## config.mk

```make
export PLATFORM = sky130hd
export DESIGN_NAME = p3ctrl_n_flat
export DESIGN_NICKNAME = d
export VERILOG_FILES = /design/src/rtl/p3ctrl_n_if.sv /design/src/rtl/p3ctrl_n.sv /design/src/flat_wrapper.sv
export SDC_FILE = /design/constraint.sdc
export NUM_CORES = 1
export LEC_CHECK = 0
export CAP_MARGIN = 5
export CORE_ASPECT_RATIO = 0.7
export CORE_MARGIN = 4
export CORE_UTILIZATION = 49
export CTS_CLUSTER_SIZE = 8
export DETAILED_ROUTE_END_ITERATION = 8
export DONT_BUFFER_PORTS = 1
export GPL_TIMING_DRIVEN = 0
export SETUP_SLACK_MARGIN = 0.3
export SLEW_MARGIN = 20
export SYNTH_ARGS = -nofsm -noshare
export SYNTH_HDL_FRONTEND = slang
export SYNTH_SLANG_ARGS = --single-unit
export TNS_END_PERCENT = 5
```

## constraint.sdc

```tcl
create_clock -name clk -period 2.8 [get_ports clk]
set_input_delay 0.7 -clock clk [delete_from_list [all_inputs] [get_ports clk]]
set_output_delay 0.7 -clock clk [all_outputs]
set_load 0.1 [all_outputs]
```

## src/rtl/p3ctrl_n_if.sv

```systemverilog
// rtl/p3ctrl_n_if.sv - agent handshake, select, owner and occupancy bundle for p3ctrl_n
interface p3ctrl_n_if #(
    parameter int N_BUFS = 3
);
    localparam int TOK_W = (N_BUFS > 1) ? $clog2(N_BUFS) : 1;

    logic                  rdy_for_A;
    logic                  rdy_for_A_ack;
    logic                  A_done;
    logic                  A_done_ack;
    logic                  rdy_for_B;
    logic                  rdy_for_B_ack;
    logic                  B_acc;
    logic                  B_rej;
    logic                  B_done_ack;
    logic                  rdy_for_C;
    logic                  rdy_for_C_ack;
    logic                  C_done;
    logic                  C_done_ack;
    logic [TOK_W-1:0]      sn_sel;
    logic [TOK_W-1:0]      cpu_sel;
    logic [TOK_W-1:0]      fwd_sel;
    logic                  sn_vld;
    logic                  cpu_vld;
    logic                  fwd_vld;
    logic [2*N_BUFS-1:0]   buf_owner;
    logic [TOK_W:0]        sn_cnt;
    logic [TOK_W:0]        cpu_cnt;
    logic [TOK_W:0]        fwd_cnt;

    modport master (
        input  rdy_for_A, A_done_ack, rdy_for_B, B_done_ack, rdy_for_C, C_done_ack,
        input  sn_sel, cpu_sel, fwd_sel, sn_vld, cpu_vld, fwd_vld, buf_owner,
        input  sn_cnt, cpu_cnt, fwd_cnt,
        output rdy_for_A_ack, A_done, rdy_for_B_ack, B_acc, B_rej, rdy_for_C_ack, C_done
    );

    modport slave (
        output rdy_for_A, A_done_ack, rdy_for_B, B_done_ack, rdy_for_C, C_done_ack,
        output sn_sel, cpu_sel, fwd_sel, sn_vld, cpu_vld, fwd_vld, buf_owner,
        output sn_cnt, cpu_cnt, fwd_cnt,
        input  rdy_for_A_ack, A_done, rdy_for_B_ack, B_acc, B_rej, rdy_for_C_ack, C_done
    );
endinterface

```

## src/rtl/p3ctrl_n.sv

```systemverilog
// rtl/p3ctrl_n.sv - N-buffer snooper/cpu/forwarder token controller; optional statistics via P3CTRL_STATS_EN
module p3ctrl_n #(
    parameter int N_BUFS = 3,
    parameter int STAT_W = 32
) (
    input  logic              clk,
    input  logic              rst,
`ifdef P3CTRL_STATS_EN
    input  logic              stats_clr,
    output logic [STAT_W-1:0] acc_count,
    output logic [STAT_W-1:0] rej_count,
    output logic [STAT_W-1:0] fwd_count,
`endif
    p3ctrl_n_if.slave         bus
);
    localparam int TOK_W = (N_BUFS > 1) ? $clog2(N_BUFS) : 1;
    localparam int CW    = TOK_W + 1;
    // queue / agent index: 0 = sn (A), 1 = cpu (B), 2 = fwd (C)
    localparam int QSN   = 0;
    localparam int QCPU  = 1;
    localparam int QFWD  = 2;

    typedef logic [TOK_W-1:0] tok_t;
    typedef logic [CW-1:0]    cnt_t;

    tok_t       q_mem  [3][N_BUFS];
    tok_t       q_head [3];
    tok_t       q_tail [3];
    tok_t       q_sel  [3];
    cnt_t       q_cnt  [3];
    logic [2:0] busy;

    tok_t       n_mem  [3][N_BUFS];
    tok_t       n_head [3];
    tok_t       n_tail [3];
    tok_t       n_sel  [3];
    cnt_t       n_cnt  [3];

    logic [2:0] rdy;
    logic [2:0] start;
    logic [2:0] done;
    logic [2:0] push0;
    logic [2:0] push1;
    tok_t       push0_tok [3];
    tok_t       push1_tok [3];
    logic       b_acc_eff;

    // Pointers wrap at N_BUFS-1, not at the power of two above it.
    function automatic tok_t ptr_inc(input tok_t p);
        return (p == tok_t'(N_BUFS - 1)) ? '0 : p + 1'b1;
    endfunction

    // Handshake events and queue routing; a done pops the agent's own queue.
    always_comb begin
        for (int q = 0; q < 3; q++) begin
            rdy[q] = (q_cnt[q] != '0) && !busy[q];
        end
        start     = rdy & {bus.rdy_for_C_ack, bus.rdy_for_B_ack, bus.rdy_for_A_ack};
        done      = busy & {bus.C_done, bus.B_acc | bus.B_rej, bus.A_done};
        b_acc_eff = bus.B_acc && !bus.B_rej;
        push0[QSN]      = done[QCPU] && bus.B_rej;
        push0[QCPU]     = done[QSN];
        push0[QFWD]     = done[QCPU] && b_acc_eff;
        push0_tok[QSN]  = q_sel[QCPU];
        push0_tok[QCPU] = q_sel[QSN];
        push0_tok[QFWD] = q_sel[QCPU];
        // second sn write port: C's token lands behind B's rejected one
        push1           = {2'b00, done[QFWD]};
        push1_tok[QSN]  = q_sel[QFWD];
        push1_tok[QCPU] = '0;
        push1_tok[QFWD] = '0;
    end

    // Next queue state; the select register takes the post-update head entry.
    always_comb begin
        n_mem  = q_mem;
        n_head = q_head;
        n_tail = q_tail;
        for (int q = 0; q < 3; q++) begin
            if (push0[q]) begin
                n_mem[q][n_tail[q]] = push0_tok[q];
                n_tail[q]           = ptr_inc(n_tail[q]);
            end
            if (push1[q]) begin
                n_mem[q][n_tail[q]] = push1_tok[q];
                n_tail[q]           = ptr_inc(n_tail[q]);
            end
            if (done[q]) begin
                n_head[q] = ptr_inc(q_head[q]);
            end
            n_cnt[q] = q_cnt[q] + cnt_t'(push0[q]) + cnt_t'(push1[q]) - cnt_t'(done[q]);
            n_sel[q] = n_mem[q][n_head[q]];
        end
    end

    // Queue, select and busy registers; sn starts full with tokens in index order.
    always_ff @(posedge clk or negedge rst) begin
        if (!rst) begin
            for (int q = 0; q < 3; q++) begin
                for (int i = 0; i < N_BUFS; i++) begin
                    q_mem[q][i] <= (q == QSN) ? tok_t'(i) : '0;
                end
                q_head[q] <= '0;
                q_tail[q] <= '0;
                q_sel[q]  <= '0;
                q_cnt[q]  <= (q == QSN) ? cnt_t'(N_BUFS) : '0;
            end
            busy <= '0;
        end else begin
            q_mem  <= n_mem;
            q_head <= n_head;
            q_tail <= n_tail;
            q_sel  <= n_sel;
            q_cnt  <= n_cnt;
            busy   <= (busy | start) & ~done;
        end
    end

    assign bus.rdy_for_A  = rdy[QSN];
    assign bus.rdy_for_B  = rdy[QCPU];
    assign bus.rdy_for_C  = rdy[QFWD];
    assign bus.A_done_ack = busy[QSN];
    assign bus.B_done_ack = busy[QCPU];
    assign bus.C_done_ack = busy[QFWD];
    assign bus.sn_vld     = busy[QSN];
    assign bus.cpu_vld    = busy[QCPU];
    assign bus.fwd_vld    = busy[QFWD];
    assign bus.sn_sel     = q_sel[QSN];
    assign bus.cpu_sel    = q_sel[QCPU];
    assign bus.fwd_sel    = q_sel[QFWD];
    assign bus.sn_cnt     = q_cnt[QSN];
    assign bus.cpu_cnt    = q_cnt[QCPU];
    assign bus.fwd_cnt    = q_cnt[QFWD];

    // Owner code per buffer: only a busy agent's head token is marked.
    always_comb begin
        bus.buf_owner = '0;
        for (int i = 0; i < N_BUFS; i++) begin
            if (busy[QSN] && q_sel[QSN] == tok_t'(i)) begin
                bus.buf_owner[2*i +: 2] = 2'b01;
            end else if (busy[QCPU] && q_sel[QCPU] == tok_t'(i)) begin
                bus.buf_owner[2*i +: 2] = 2'b10;
            end else if (busy[QFWD] && q_sel[QFWD] == tok_t'(i)) begin
                bus.buf_owner[2*i +: 2] = 2'b11;
            end
        end
    end

`ifndef SYNTHESIS
    // Accept and reject together is resolved as reject, but never expected.
    a_b_exclusive: assert property (@(posedge clk) disable iff (!rst) !(bus.B_acc && bus.B_rej));
`endif

`ifdef P3CTRL_STATS_EN
    logic [STAT_W-1:0] acc_q;
    logic [STAT_W-1:0] rej_q;
    logic [STAT_W-1:0] fwdc_q;

    function automatic logic [STAT_W-1:0] sat_inc(input logic [STAT_W-1:0] c, input logic en);
        return (en && c != '1) ? c + 1'b1 : c;
    endfunction

    // Saturating event counters; clear has priority over a same-cycle increment.
    always_ff @(posedge clk or negedge rst) begin
        if (!rst) begin
            acc_q  <= '0;
            rej_q  <= '0;
            fwdc_q <= '0;
        end else if (stats_clr) begin
            acc_q  <= '0;
            rej_q  <= '0;
            fwdc_q <= '0;
        end else begin
            acc_q  <= sat_inc(acc_q, done[QCPU] && b_acc_eff);
            rej_q  <= sat_inc(rej_q, done[QCPU] && bus.B_rej);
            fwdc_q <= sat_inc(fwdc_q, done[QFWD]);
        end
    end

    assign acc_count = acc_q;
    assign rej_count = rej_q;
    assign fwd_count = fwdc_q;
`endif
endmodule
```

## src/flat_wrapper.sv

```systemverilog
// flat-port wrapper written by rule: the top's interface ports become plain ports
module p3ctrl_n_flat 
#(
    parameter int N_BUFS = 3,
    parameter int STAT_W = 32
)
  (clk, rst, bus_rdy_for_A, bus_A_done_ack, bus_rdy_for_B, bus_B_done_ack, bus_rdy_for_C, bus_C_done_ack, bus_sn_sel, bus_cpu_sel, bus_fwd_sel, bus_sn_vld, bus_cpu_vld, bus_fwd_vld, bus_buf_owner, bus_sn_cnt, bus_cpu_cnt, bus_fwd_cnt, bus_rdy_for_A_ack, bus_A_done, bus_rdy_for_B_ack, bus_B_acc, bus_B_rej, bus_rdy_for_C_ack, bus_C_done);
  p3ctrl_n_if #(.N_BUFS(N_BUFS)) bus_i ();
  input  logic clk;
  input  logic rst;
  output wire logic [$bits(bus_i.rdy_for_A)-1:0] bus_rdy_for_A;
  output wire logic [$bits(bus_i.A_done_ack)-1:0] bus_A_done_ack;
  output wire logic [$bits(bus_i.rdy_for_B)-1:0] bus_rdy_for_B;
  output wire logic [$bits(bus_i.B_done_ack)-1:0] bus_B_done_ack;
  output wire logic [$bits(bus_i.rdy_for_C)-1:0] bus_rdy_for_C;
  output wire logic [$bits(bus_i.C_done_ack)-1:0] bus_C_done_ack;
  output wire logic [$bits(bus_i.sn_sel)-1:0] bus_sn_sel;
  output wire logic [$bits(bus_i.cpu_sel)-1:0] bus_cpu_sel;
  output wire logic [$bits(bus_i.fwd_sel)-1:0] bus_fwd_sel;
  output wire logic [$bits(bus_i.sn_vld)-1:0] bus_sn_vld;
  output wire logic [$bits(bus_i.cpu_vld)-1:0] bus_cpu_vld;
  output wire logic [$bits(bus_i.fwd_vld)-1:0] bus_fwd_vld;
  output wire logic [$bits(bus_i.buf_owner)-1:0] bus_buf_owner;
  output wire logic [$bits(bus_i.sn_cnt)-1:0] bus_sn_cnt;
  output wire logic [$bits(bus_i.cpu_cnt)-1:0] bus_cpu_cnt;
  output wire logic [$bits(bus_i.fwd_cnt)-1:0] bus_fwd_cnt;
  input wire logic [$bits(bus_i.rdy_for_A_ack)-1:0] bus_rdy_for_A_ack;
  input wire logic [$bits(bus_i.A_done)-1:0] bus_A_done;
  input wire logic [$bits(bus_i.rdy_for_B_ack)-1:0] bus_rdy_for_B_ack;
  input wire logic [$bits(bus_i.B_acc)-1:0] bus_B_acc;
  input wire logic [$bits(bus_i.B_rej)-1:0] bus_B_rej;
  input wire logic [$bits(bus_i.rdy_for_C_ack)-1:0] bus_rdy_for_C_ack;
  input wire logic [$bits(bus_i.C_done)-1:0] bus_C_done;
  assign bus_rdy_for_A = bus_i.rdy_for_A;
  assign bus_A_done_ack = bus_i.A_done_ack;
  assign bus_rdy_for_B = bus_i.rdy_for_B;
  assign bus_B_done_ack = bus_i.B_done_ack;
  assign bus_rdy_for_C = bus_i.rdy_for_C;
  assign bus_C_done_ack = bus_i.C_done_ack;
  assign bus_sn_sel = bus_i.sn_sel;
  assign bus_cpu_sel = bus_i.cpu_sel;
  assign bus_fwd_sel = bus_i.fwd_sel;
  assign bus_sn_vld = bus_i.sn_vld;
  assign bus_cpu_vld = bus_i.cpu_vld;
  assign bus_fwd_vld = bus_i.fwd_vld;
  assign bus_buf_owner = bus_i.buf_owner;
  assign bus_sn_cnt = bus_i.sn_cnt;
  assign bus_cpu_cnt = bus_i.cpu_cnt;
  assign bus_fwd_cnt = bus_i.fwd_cnt;
  assign bus_i.rdy_for_A_ack = bus_rdy_for_A_ack;
  assign bus_i.A_done = bus_A_done;
  assign bus_i.rdy_for_B_ack = bus_rdy_for_B_ack;
  assign bus_i.B_acc = bus_B_acc;
  assign bus_i.B_rej = bus_B_rej;
  assign bus_i.rdy_for_C_ack = bus_rdy_for_C_ack;
  assign bus_i.C_done = bus_C_done;
  p3ctrl_n #(.N_BUFS(N_BUFS), .STAT_W(STAT_W)) u_core (.clk(clk), .rst(rst), .bus(bus_i));
endmodule
```

==> results.md <==
* Status: completed
* Num Clock Sinks at 48
* Post-synth top flop: dfrtp_1
* Cells after synthesis at between 200 and 250
* Total GRT Usage at 17.4%
* Kind of critical path: reg2out
* Post-DRT Antenna Nets at 0
* Routed Wire Length at 5050 um
* Final hold vios at 0
* Residual DRC at 0
* Design Area, Final at ~2900 um^2
* Critical path's slowest cell: dfrtp_4
* Fin crit share at about 96%
* CP arrival at 1.98 ns
* Die width at 93.0 um
* Crit Reg-Reg Endpoint: u_core.bus.cpu_cnt[2]$_DFF_PN0_
* Post-synth top area share at 44.4%
* Rows at 21
* Crit-path cells: buf_6 -> buf_8 -> nand3b_1 -> a21oi_4
* Setup-failing EPs final at 0
* Ports at 39
* Worst Path Max Fanout at 6
* TritonCTS clock tree: yes
* GP Congestion at 0.784
* Synth area leader: dfrtp_1
* Vias in the first global route at around 1700
* Cell Area, Synth at approximately 2500 um^2
* Delay-heaviest family, CP: flip-flops
* CTS Buffer Depth at 2
* Filler Cell Count at around 430
* R2R Setup Slk at 0.23 ns
* Max-cap violations at 0
* Ys async rst share at 100%
* CTS Buf Count at 5
* Initial antenna violation count at 0
* Vias per cell at ~5.4
* Synth area leaders: dfrtp_1 (44%), mux2_2 (7.7%), dfstp_2 (4.2%)
* Setup Skew at around 0.0063 ns
* Reg2Reg Depth at 12
* RSZ-0062 raised after global routing: yes
* DP Wirelength at 3770 um
* CTS Root Cell: clkbuf_8
* Initial Utilization at about half
* Die Span Y at 67.5 um
* Area post-placement at 2640 um^2
* Slowest stage delay, CP at 0.63 ns
* Pre-CTS WS at -0.0825 ns
* Slew HR at ~53%
* Yosys warnings at 0
* Final net count at 256
* WP data required at 2.10 ns
* HP Class: in2async
* Initial drt markers at 90
* FMAX at 373 MHz
* Die area at 6280 um^2
* Share of cells above drive strength 1 at 32.2%
* Syn Nets at approximately 240
* Critical Path End Type: primary output
* First-pass GRT wire length at ~8400 um
* Post-synth EDFFs at 0
* DR pass1 iterations at 4
* Worst r2r src: u_core.busy[1]$_DFF_PN0_
* Drt wl/cell at 16.4 um
* Sequential area share after synthesis at 48.6%
* Minimum clock period at between 2 and 3 ns
* PortBufs at 0
* Core area at slightly below 5000 um^2
* Via count at 1661
* Clock Pin Slew Worst Setup and Hold Paths at 0.09 ns
* Post-CTS Hold Fix Bufs at 0
* Overflow after GRT at 0
* Largest net degree at the start of global routing at 49
* Max-slew violations at 0
* Seq cells post-synth at 48
* Least-Margin Pin Slew at roughly 0.71 ns
* # diodes at 0
* Clk Latency, worst-skew pair at slightly below 0.3 ns
* Crit path buf inv count at 2
* Setup WS post-layout at between 0.1 and 0.15 ns
* H-tree depth at 2
* Synth unique cells at 40
* Syn-to-layout area delta at 16.6%
* Nature of the critical path startpoint: flip-flop
* Synth Area per Inst at 11.0 um^2
[worst max path at each step]
| stage | start | end | slack [ns] | cells after the start |
|---|---|---|---|---|
| after floorplan | u_core.busy[1]$_DFF_PN0_ | bus_buf_owner[1] | 0.08 | 4 |
| after global placement | u_core.bus.sn_sel[1]$_DFF_PN0_ | bus_buf_owner[4] | -0.03 | 2 |
| after detailed placement | u_core.bus.sn_sel[1]$_DFF_PN0_ | bus_buf_owner[4] | -0.08 | 2 |
| after CTS | u_core.bus.cpu_sel[0]$_DFF_PN0_ | bus_buf_owner[3] | 0.09 | 2 |
| after global routing | u_core.busy[1]$_DFF_PN0_ | bus_buf_owner[3] | 0.07 | 4 |
| final | u_core.busy[1]$_DFF_PN0_ | bus_buf_owner[3] | 0.12 | 4 |
[cell families (layout without fill, tap and decap cells)]
| logic type | Yosys count | in the layout | share of synthesized area [%] |
|---|---|---|---|
| XOR/XNOR | 7 | 7 | 2.47 |
| multiplexers | 27 | 27 | 12.2 |
| buffers and inverters | 34 | 47 | 6.31 |
| AO/OA/AOI/OAI | 35 | 35 | 9.03 |
| AND/OR/NAND/NOR | 66 | 66 | 15.6 |
| adder cells (fa/ha/maj) | 9 | 9 | 5.75 |
| flip-flops | 48 | 48 | 48.6 |
[sequential cells by signal (all words and copies together), names as in the netlist]
name,flops
u_core.bus.fwd_sel,2
u_core.bus.sn_sel,2
u_core.q_tail,6
u_core.busy,3
u_core.bus.fwd_cnt,3
u_core.bus.cpu_sel,2
u_core.q_head,6
u_core.q_mem,18
u_core.bus.cpu_cnt,3
u_core.bus.sn_cnt,3
[worst register-to-register path, delay by kind of cell, from the launching register on]
family | cells | cell delay, ns
adders and majority gates | 3 | 0.77
DFF | 1 | 0.63
xor gates and xnor gates | 2 | 0.30
AOI/OAI and AO/OA | 1 | 0.10
buffers and inverters | 6 | 0.65
[cell usage after synthesis (4+ instances only)]
library cell	number
a21oi_1	6
buf_4	7
dfrtp_1	44
dfstp_2	4
fa_1	4
ha_1	5
inv_1	25
mux2_2	17
mux2i_1	8
nand2_1	16
nand2b_1	6
nand3b_1	8
nor2_1	8
nor3_1	8
nor3b_1	5
o21ai_0	12
xnor2_1	7
[repair_timing]
| item | in CTS | in global routing |
|---|---|---|
| pin swaps | 4 | 3 |
| hold endpoints to repair | 0 | 0 |
| resized for setup | 30 | 3 |
| setup buffers | 2 | 3 |
| endpoints found under the setup margin | 12 | 11 |
[layout make-up]
type	instances	area, um^2	share of cell area [%]
inverter	25	96.3	3.33
timing repair buffer	5	50.0	1.73
sequential	48	1250	43.2
tap	69	86.3	2.98
multi-input combinational	144	1230	42.5
clock inverter	2	35.0	1.21
clock buffer	6	72.6	2.51
buffer	9	73.8	2.55
[metal layers]
layer | vias to the layer above | track usage [%] | routed length [um]
met4 | 0 | 2.74 | 18
li1 | 795 | - | -
met3 | 2 | 5.01 | 272
met2 | 40 | 28.0 | 2310
met1 | 824 | 24.0 | 2460
met5 | - | 0 | 0
[stage by stage]
stage	setup TNS [ns]	instances	hold WS (ns)	util (%)
4_1_cts	0	305	0.0825	58.9
2_1_floorplan	0	226	0.404	-
3_3_place_gp	-0.0451	295	0.406	54.6
3_5_place_dp	-0.141	295	0.405	54.7
5_1_grt	0	308	0.0674	59.8
6_report	0	308	0.0903	59.8
[placed cells by master, fill, tap and decap left out, drive strengths merged, types with 2 or more instances in the layout]
cell type	n
dfrtp	44
inv	25
mux2	19
nand2	16
buf	14
o21ai	13
nand3b	9
nor3	8
mux2i	8
nor2	8
xnor2	7
nand2b	6
a21oi	6
clkbuf	6
ha	5
nor3b	5
fa	4
dfstp	4
nand4b	3
nand3	3
a21o	3
o21bai	2
o211ai	2
or3	2
o22ai	2
nor2b	2
Power is left out: the tool's default activity adds up to more than one toggle a clock period on the data nets, which glitch-free logic cannot reach.
